`config.mk`:
```
export PLATFORM = sky130hd
export DESIGN_NAME = conv1_frame_ctrl_flat
export DESIGN_NICKNAME = d
export VERILOG_FILES = /design/src/rtl/conv1_frame_ctrl_if.sv /design/src/rtl/conv1_frame_ctrl.sv /design/src/flat_wrapper.sv
export SDC_FILE = /design/constraint.sdc
export NUM_CORES = 1
export LEC_CHECK = 0
export CELL_PAD_IN_SITES_DETAIL_PLACEMENT = 2
export CELL_PAD_IN_SITES_GLOBAL_PLACEMENT = 2
export CORE_MARGIN = 2
export CORE_UTILIZATION = 35
export DETAILED_ROUTE_END_ITERATION = 7
export DONT_BUFFER_PORTS = 1
export GPL_ROUTABILITY_DRIVEN = 0
export HOLD_SLACK_MARGIN = 0.08
export PLACE_DENSITY_LB_ADDON = 0.1
export SETUP_SLACK_MARGIN = 0.3
export SLEW_MARGIN = 25
export SYNTH_ARGS = -nofsm -noshare
export SYNTH_HDL_FRONTEND = slang
export SYNTH_SLANG_ARGS = --single-unit
```
`constraint.sdc`:
```
create_clock -name clk -period 1.5 [get_ports clk]
set_input_delay 0 -clock clk [delete_from_list [all_inputs] [get_ports clk]]
set_output_delay 0 -clock clk [all_outputs]
set_load 0.02 [all_outputs]
```
`src/rtl/conv1_frame_ctrl_if.sv`:
```
// Bus between the conv1 frame sequencer and its environment
// (start control, image memory read port, conv layer hooks, status).
interface conv1_frame_ctrl_if #(
    parameter int unsigned AW = 10
);
    logic          start;
    logic          img_rd_en;
    logic [AW-1:0] img_addr;
    logic [7:0]    img_data;
    logic [7:0]    pix_out;
    logic          conv_rst_n;
    logic          conv_valid;
    logic [AW-1:0] out_cnt;
    logic          busy;
    logic          frame_done;
    logic          err;

    // Sequencer side
    modport master (
        input  start, img_data, conv_valid,
        output img_rd_en, img_addr, pix_out, conv_rst_n, out_cnt, busy, frame_done, err
    );

    // Environment side (top-level control, image store, conv layer)
    modport slave (
        output start, img_data, conv_valid,
        input  img_rd_en, img_addr, pix_out, conv_rst_n, out_cnt, busy, frame_done, err
    );
endinterface

```
`src/rtl/conv1_frame_ctrl.sv`:
```
// Frame sequencer for conv layer 1: clears the line buffer, streams one image
// from a synchronous memory in raster order, counts layer outputs and reports
// completion or a drain timeout.
module conv1_frame_ctrl #(
    parameter int unsigned IMG_W      = 28,
    parameter int unsigned IMG_H      = 28,
    parameter int unsigned K          = 5,
    parameter int unsigned CLR_CYCLES = 2,
    parameter int unsigned DRAIN_MAX  = 64,
    parameter int unsigned AW         = 10
) (
    input  logic                clk,
    input  logic                rst_n,
    conv1_frame_ctrl_if.master  bus
);
    localparam int unsigned N_PIX = IMG_W * IMG_H;
    localparam int unsigned N_OUT = (IMG_W - K + 1) * (IMG_H - K + 1);
    localparam int unsigned DW    = $clog2(DRAIN_MAX + 1);
    localparam int unsigned CW    = $clog2(CLR_CYCLES + 1);

    localparam logic [2:0] S_IDLE   = 3'd0;
    localparam logic [2:0] S_CLEAR  = 3'd1;
    localparam logic [2:0] S_STREAM = 3'd2;
    localparam logic [2:0] S_DRAIN  = 3'd3;
    localparam logic [2:0] S_DONE   = 3'd4;

    logic [2:0]    state;
    logic [2:0]    state_next;
    logic [CW-1:0] clr_cnt;
    logic [DW-1:0] drain_cnt;
    logic          rd_d;
    logic          cnt_full;

    assign cnt_full = (bus.out_cnt == AW'(N_OUT));

    // State register
    always_ff @(posedge clk or negedge rst_n) begin
        if (!rst_n) state <= S_IDLE;
        else        state <= state_next;
    end

    // Next-state logic; STREAM ends when the last pixel lands in pix_out,
    // which is the only cycle where the read pipe is full but reads stopped
    always_comb begin
        state_next = state;
        case (state)
            S_IDLE:   if (bus.start) state_next = S_CLEAR;
            S_CLEAR:  if (clr_cnt == CW'(CLR_CYCLES - 1)) state_next = S_STREAM;
            S_STREAM: if (rd_d && !bus.img_rd_en) state_next = S_DRAIN;
            S_DRAIN:  if (cnt_full || drain_cnt == DW'(DRAIN_MAX - 1)) state_next = S_DONE;
            S_DONE:   state_next = S_IDLE;
            default:  state_next = S_IDLE;
        endcase
    end

    // Registered outputs, read pipeline and frame counters
    always_ff @(posedge clk or negedge rst_n) begin
        if (!rst_n) begin
            bus.img_rd_en  <= 1'b0;
            bus.img_addr   <= '0;
            bus.pix_out    <= 8'd0;
            bus.conv_rst_n <= 1'b1;
            bus.out_cnt    <= '0;
            bus.busy       <= 1'b0;
            bus.frame_done <= 1'b0;
            bus.err        <= 1'b0;
            clr_cnt        <= '0;
            drain_cnt      <= '0;
            rd_d           <= 1'b0;
        end else begin
            bus.busy       <= (state_next != S_IDLE);
            bus.frame_done <= (state_next == S_DONE);
            bus.conv_rst_n <= (state_next != S_CLEAR);

            rd_d        <= bus.img_rd_en;
            bus.pix_out <= rd_d ? bus.img_data : 8'd0;

            clr_cnt   <= (state == S_CLEAR) ? clr_cnt + CW'(1) : '0;
            drain_cnt <= (state == S_DRAIN) ? drain_cnt + DW'(1) : '0;

            // Address generator: contiguous raster sweep, one address per cycle
            if (state == S_CLEAR && state_next == S_STREAM) begin
                bus.img_rd_en <= 1'b1;
                bus.img_addr  <= '0;
            end else if (bus.img_rd_en) begin
                if (bus.img_addr == AW'(N_PIX - 1)) bus.img_rd_en <= 1'b0;
                else                                bus.img_addr  <= bus.img_addr + AW'(1);
            end

            // Output counter saturates at the expected output count
            if (state == S_IDLE && bus.start) begin
                bus.out_cnt <= '0;
                bus.err     <= 1'b0;
            end else if ((state == S_STREAM || state == S_DRAIN) && bus.conv_valid && !cnt_full) begin
                bus.out_cnt <= bus.out_cnt + AW'(1);
            end

            // Leaving DRAIN short of the full count means the layer stalled
            if (state == S_DRAIN && state_next == S_DONE && !cnt_full) bus.err <= 1'b1;
        end
    end
endmodule
```
`src/flat_wrapper.sv`:
```
// flat-port wrapper written by rule: the top's interface ports become plain ports
module conv1_frame_ctrl_flat 
#(
    parameter int unsigned IMG_W      = 28,
    parameter int unsigned IMG_H      = 28,
    parameter int unsigned K          = 5,
    parameter int unsigned CLR_CYCLES = 2,
    parameter int unsigned DRAIN_MAX  = 64,
    parameter int unsigned AW         = 10
)
  (clk, rst_n, bus_start, bus_img_data, bus_conv_valid, bus_img_rd_en, bus_img_addr, bus_pix_out, bus_conv_rst_n, bus_out_cnt, bus_busy, bus_frame_done, bus_err);
  conv1_frame_ctrl_if #(.AW(AW)) bus_i ();
  input  logic clk;
  input  logic rst_n;
  input wire logic [$bits(bus_i.start)-1:0] bus_start;
  input wire logic [$bits(bus_i.img_data)-1:0] bus_img_data;
  input wire logic [$bits(bus_i.conv_valid)-1:0] bus_conv_valid;
  output wire logic [$bits(bus_i.img_rd_en)-1:0] bus_img_rd_en;
  output wire logic [$bits(bus_i.img_addr)-1:0] bus_img_addr;
  output wire logic [$bits(bus_i.pix_out)-1:0] bus_pix_out;
  output wire logic [$bits(bus_i.conv_rst_n)-1:0] bus_conv_rst_n;
  output wire logic [$bits(bus_i.out_cnt)-1:0] bus_out_cnt;
  output wire logic [$bits(bus_i.busy)-1:0] bus_busy;
  output wire logic [$bits(bus_i.frame_done)-1:0] bus_frame_done;
  output wire logic [$bits(bus_i.err)-1:0] bus_err;
  assign bus_i.start = bus_start;
  assign bus_i.img_data = bus_img_data;
  assign bus_i.conv_valid = bus_conv_valid;
  assign bus_img_rd_en = bus_i.img_rd_en;
  assign bus_img_addr = bus_i.img_addr;
  assign bus_pix_out = bus_i.pix_out;
  assign bus_conv_rst_n = bus_i.conv_rst_n;
  assign bus_out_cnt = bus_i.out_cnt;
  assign bus_busy = bus_i.busy;
  assign bus_frame_done = bus_i.frame_done;
  assign bus_err = bus_i.err;
  conv1_frame_ctrl #(.IMG_W(IMG_W), .IMG_H(IMG_H), .K(K), .CLR_CYCLES(CLR_CYCLES), .DRAIN_MAX(DRAIN_MAX), .AW(AW)) u_core (.clk(clk), .rst_n(rst_n), .bus(bus_i));
endmodule
```
Word level (Yosys, flattened, before mapping)
Cells that the tools add are included.
- add/subtract/negate cells: 4
- equal/unequal tests: 11
- mux-type cells: 18
- reductions and logical operators: 17
- operators with widths (kind ; count):
    10-bit 2-to-1 mux ; 5
    10-bit by 1-bit adder with 10-bit output (second input constant) ; 2
    10-bit equality test (second input constant) ; 2
    3-bit 2-to-1 mux ; 4
    3-bit one-hot mux with 4 select lines ; 1
    3-bit by 2-bit equality test with 1-bit output (second input constant) ; 3
    8-bit 2-to-1 mux ; 1
    7-bit by 1-bit adder with 7-bit output (second input constant) ; 1
    7-bit by 6-bit equality test with 1-bit output (second input constant) ; 1
    1-bit logical AND ; 7
    7-bit 2-to-1 mux ; 1
    2-bit nonzero test ; 3
    1-bit 2-to-1 mux ; 5
    3-bit by 1-bit equality test with 1-bit output (second input constant) ; 1
    3-bit equality test (second input constant) ; 1
    3-bit logical NOT ; 1
    3-bit by 1-bit inequality test with 1-bit output (second input constant) ; 1
    3-bit nonzero test ; 1
    2-bit by 1-bit adder with 2-bit output (second input constant) ; 1
    2-bit by 1-bit equality test with 1-bit output (second input constant) ; 1
    1-bit logical NOT ; 2
    1-bit logical OR ; 2
    2-bit 2-to-1 mux ; 1
    2-bit by 1-bit inequality test with 1-bit output (second input constant) ; 1
    2-bit AND reduction ; 1
- flip-flop bits (word level): 46
- input bits: 12
- output and inout port bits: 33

Logic depth before layout (Yosys ltp)
- depth after elaboration: 8
- depth in mapped cells: 6
- mapped depth without buffers: 6

Least setup slack after synthesis
No wires, ideal clock.
- path kind: reg2reg
- start: reg u_core.bus.out_cnt[0]
- end: reg u_core.bus.out_cnt[1]
- arrival time: 1.516 ns
- data required time: 1.375 ns
- setup slack: -0.141 ns
- cell stages (with the launch flop): 7
- path buffers: 0
- period minus slack after synthesis: 1.641 ns
- cells stage by stage: dfrtp_1 -> inv_1 -> ha_1 -> nand4b_1 -> nor4_4 -> nor2_2 -> mux2_4
- cells in the longest elaborated chain, start to end: 4
- elaborated cells on any way between the ends: 7
- ends and longest elaborated chain (what ; RTL line ; source):
    start: declaration ; conv1_frame_ctrl_if.sv:21 ; output img_rd_en, img_addr, pix_out, conv_rst_n, out_cnt, busy, frame_done, err
    start signal: assignment ; conv1_frame_ctrl.sv:95 ; bus.out_cnt <= bus.out_cnt + AW'(1);
    parallel branches: the longest is 4 deep, another holds 10-bit by 1-bit adder with 10-bit output ; - ;
Parallel ways; which one is timed is not known. The select of a mux whose other input is x is not followed.
A chain may end at the register's enable or synchronous reset.

Final worst setup path
- start: reg u_core.bus.out_cnt[0]
- end: reg u_core.state[1]
- cells in the longest elaborated chain, start to end: 4
- ends and longest elaborated chain (what ; RTL line ; source):
    10-bit equality test ; conv1_frame_ctrl.sv:34 ; assign cnt_full = (bus.out_cnt == AW'(N_OUT));
    1-bit logical OR ; conv1_frame_ctrl.sv:50 ; S_DRAIN: if (cnt_full || drain_cnt == DW'(DRAIN_MAX - 1)) state_next = S_DONE;
    3-bit 2-to-1 mux ; conv1_frame_ctrl.sv:50 ;
    3-bit one-hot mux with 4 select lines ; conv1_frame_ctrl.sv:46 ; case (state)
    named net u_core.state_next[1] ; conv1_frame_ctrl.sv:28 ; logic [2:0] state_next;
    end signal: assignment ; conv1_frame_ctrl.sv:39 ; else state <= state_next;
    end: declaration ; conv1_frame_ctrl.sv:27 ; logic [2:0] state;
The timed path passes the listed nets, and every way through them passes these cells.

==> impl_metrics.sql <==
INSERT INTO impl_metrics (metric_group, metric, value, unit) VALUES
('clock_network', 'cts_htree_levels', '2', ''),
('sta', 'finalHoldViolations', '0', ''),
('sta', 'max_slew_margin', '75.95', '%'),
('worst_setup_path', 'reg2reg_from', 'u_core.bus.out_cnt[0]', ''),
('die', 'initial_core_util', '36.81', '%'),
('die', 'floorplan.die.width', '80.80', 'um'),
('worst_setup_path', 'critical_path.reg2reg.endpoint', 'u_core.state[1]', ''),
('routing', 'num_vias', '1732', ''),
('status', 'violated_checks', 'setup timing', ''),
('clock_network', 'clkSinkCount', '46', ''),
('synth', 'synth.top_cells.by_area', 'sky130_fd_sc_hd__dfrtp_1 (55%), sky130_fd_sc_hd__nand3_1 (4.4%), sky130_fd_sc_hd__nor2_1 (4.2%)', ''),
('sta', 'clock.fmax', '598.5', 'MHz'),
('synth', 'number_of_enable_flip_flop_cells_after_synthesis', '0', ''),
('die', 'die-area', '0.006529', 'mm^2'),
('synth', 'synthesis.area', '0.002064', 'mm^2'),
('synth', 'synthDistinctLibCells', '36', ''),
('sta', 'slew_violations', '0', ''),
('sta', 'worstMarginPinSlew', '356.9', 'ps'),
('routing', 'drt_pre_antenna_iters', '4', ''),
('layout', 'layout.filler_cells', '551', ''),
('sta', 'totalNegativeSetupSlack', '-1259', 'ps'),
('worst_setup_path', 'worstPathMaxFanout', '4', ''),
('die', 'dieHeight', '80.80', 'um'),
('grt', 'grt_util_all_layers', '24.09', '%'),
('synth', 'synth.net_count', '214', ''),
('sta', 'period_needed', '1671', 'ps'),
('grt', 'grt_first_pass_wirelength', '11.41', 'mm'),
('clock_network', 'tritoncts', 'built', ''),
('layout', 'seq_area', '0.001172', 'mm^2'),
('sta', 'final_setup_violations', '12', ''),
('clock_network', 'cts.clk_slew.worst_paths', '90', 'ps'),
('grt', 'grt_start_max_net_pins', '47', ''),
('synth', 'syn_inst', '197', ''),
('grt', 'global_route.overflow_total', '0', ''),
('routing', 'wirelength', '7.374', 'mm'),
('layout', 'post_route_cells_drive_above_1_share', '48.82', '%'),
('synth', 'netlist.area_leader.share', '54.55', '%'),
('status', 'run_status', 'finished with violations', ''),
('sta', 'final_worst_setup_slack', '-170.8', 'ps'),
('clock_network', 'total_cts_buffers', '5', ''),
('routing', 'drt_drc_violations_left', '0', ''),
('grt', 'grt_antenna_before_repair', '0', ''),
('routing', 'dr.first_iter.drc_count', '63', ''),
('power', 'ir_drop', '0.7378', 'mV'),
('die', 'num_io_pins', '45', ''),
('power', 'leakage_dissipation', '1.299', 'nW'),
('layout', 'n_antenna_cell', '0', ''),
('flow_run', 'max_cap_viol_count', '0', ''),
('worst_setup_path', 'reg2reg_depth', '7', ''),
('grt', 'first_global_vias', '2014', ''),
('clock_network', 'clkLatencyLatePin', '300', 'ps'),
('sta', 'post-route-period-util', '111.4', '%'),
('routing', 'final_antenna_net_count', '0', ''),
('layout', 'finish.cell_count_without_fillers', '326', ''),
('min_path', 'worst_hold_path.endpoint', 'u_core.bus.conv_rst_n', ''),
('synth', 'synth_sequential_area_ratio', '55.82', '%'),
('layout', 'multi_input_area', '0.001240', 'mm^2'),
('worst_setup_path', 'worst_setup_path_class', 'reg -> reg', ''),
('placement', 'placedCellCount', '288', ''),
('layout', 'nets', '270', ''),
('layout', 'final_util', '55.27', '%'),
('die', 'coreArea', '0.005608', 'mm^2'),
('worst_setup_path', 'timing.critical_path.from_type', 'flop', ''),
('clock_network', 'clock_path_buffers', '2', ''),
('routing', 'routed_via_density', '5.313', ''),
('synth', 'yosysWarningCount', '0', ''),
('sta', 'rsz0062_at_grt', 'yes', ''),
('min_path', 'hold_start', 'bus_start', ''),
('worst_setup_path', 'worst_ep_arrival_time', '1850', 'ps'),
('sta', 'finalClockSkew', '11.55', 'ps'),
('synth', 'most_used_standard_cell_by_instance_count_after_synthesis', 'sky130_fd_sc_hd__dfrtp_1', '');
-- final cells by class --
cell class,instances,area share [%]
Clock inverter,2,1.211
Timing Repair Buffer,52,15.10
Tap cell,72,2.907
Inverter,5,0.6056
Multi-Input combinational cell,143,40.01
Clock buffer,6,2.342
Sequential cell,46,37.83
-- worst max-delay path, cell delays in order, from the launching register on --
cell and delay, ps:
sky130_fd_sc_hd__dfrtp_2 440, sky130_fd_sc_hd__inv_2 90, sky130_fd_sc_hd__ha_4 120, sky130_fd_sc_hd__nand4b_1 150, sky130_fd_sc_hd__nor4_4 320, sky130_fd_sc_hd__buf_4 200
sky130_fd_sc_hd__or2_4 130, sky130_fd_sc_hd__a311oi_2 90
-- how the worst max path moves through the flow --
stage                          start                     to  depth (start not counted)
6_report       u_core.bus.out_cnt[0]        u_core.state[1]                          7
3_5_place_dp   u_core.bus.out_cnt[1]        u_core.state[1]                          7
4_1_cts        u_core.bus.out_cnt[2]        u_core.state[1]                          5
3_3_place_gp   u_core.bus.out_cnt[0]        u_core.state[1]                          7
5_1_grt        u_core.bus.out_cnt[0]        u_core.state[2]                          7
2_1_floorplan  u_core.bus.out_cnt[0]  u_core.bus.out_cnt[1]                          6
-- cells in the final DEF (no fill, tap or decap), types with 2 or more instances in the layout --
master                          instances
sky130_fd_sc_hd__nand3_2                7
sky130_fd_sc_hd__buf_4                 32
sky130_fd_sc_hd__a21oi_1                2
sky130_fd_sc_hd__nand3_1                5
sky130_fd_sc_hd__and2_1                 9
sky130_fd_sc_hd__nor2b_4                2
sky130_fd_sc_hd__clkbuf_8               5
sky130_fd_sc_hd__nor3_2                 4
sky130_fd_sc_hd__dlygate4sd3_1         11
sky130_fd_sc_hd__ha_4                   4
sky130_fd_sc_hd__nor2_1                20
sky130_fd_sc_hd__o21ai_2                2
sky130_fd_sc_hd__and3_1                 3
sky130_fd_sc_hd__dfrtp_1               29
sky130_fd_sc_hd__or3_4                  5
sky130_fd_sc_hd__nor2b_1                3
sky130_fd_sc_hd__inv_1                  3
sky130_fd_sc_hd__nor3_1                 2
sky130_fd_sc_hd__inv_2                  2
sky130_fd_sc_hd__nand3_4                6
sky130_fd_sc_hd__o21ai_0                3
sky130_fd_sc_hd__and3_4                 2
sky130_fd_sc_hd__nor2_2                 3
sky130_fd_sc_hd__nand2_1               12
sky130_fd_sc_hd__dfrtp_2               16
sky130_fd_sc_hd__xnor2_1                6
sky130_fd_sc_hd__nand4_1                4
sky130_fd_sc_hd__buf_6                  8
sky130_fd_sc_hd__and2_4                 2
sky130_fd_sc_hd__a21oi_2                4
sky130_fd_sc_hd__xor2_1                 8
-- cell families (layout without fill, tap and decap cells) --
family / count (synthesis) / after routing / synth area share (%)
AOI/OAI and AO/OA: 17 / 17 / 4.728
xor gates and xnor gates: 14 / 14 / 5.940
adders and majority gates: 5 / 5 / 3.030
buffers and inverters: 8 / 65 / 1.455
DFF: 46 / 46 / 55.82
muxes: 3 / 3 / 1.697
and+or+nand+nor: 104 / 104 / 27.33
-- report_power, final --
part | leakage [nW] | switching, W | internal [W]
clock network | 0.0514 | 0.000442 | 0.000498
registers | 0.546 | 0.000102 | 0.00134
logic | 0.702 | 0.000593 | 0.000466
-- routing by layer --
| layer | GRT usage, % | routed length [um] |
|---|---|---|
| met3 | 3.778 | 168 |
| met2 | 47.27 | 4320 |
| met4 | 8.814 | 107 |
| met1 | 25.62 | 2777 |
| met5 | 0 | 0 |
-- timing repair --
| item | 4_1_cts | 5_1_grt |
|---|---|---|
| endpoints found under the setup margin | 31 | 33 |
| resized for setup | 44 | 28 |
| setup buffers | 10 | 8 |
| hold endpoints to repair | 56 | 0 |
| pin swaps | 29 | 12 |
| hold buffers | 12 | 0 |
-- sequential cells by signal, summed over array words and instances (netlist names) --
signal                 cells
u_core.bus.busy            1
u_core.bus.conv_rst_n      1
u_core.bus.err             1
u_core.bus.frame_done      1
u_core.bus.img_addr       10
u_core.bus.img_rd_en       1
u_core.bus.out_cnt        10
u_core.bus.pix_out         8
u_core.clr_cnt             2
u_core.drain_cnt           7
u_core.rd_d                1
u_core.state               3
-- stage by stage --
step / hold slack (ps) / area (um^2)
floorplan: -295.6 / 2142
global placement: -294.4 / 2386
detailed placement: -294.5 / 2386
CTS: 82.97 / 2903
global route: 104.3 / 3099
finish: 74.11 / 3099
No activity file was read; power rests on OpenSTA's default activity.
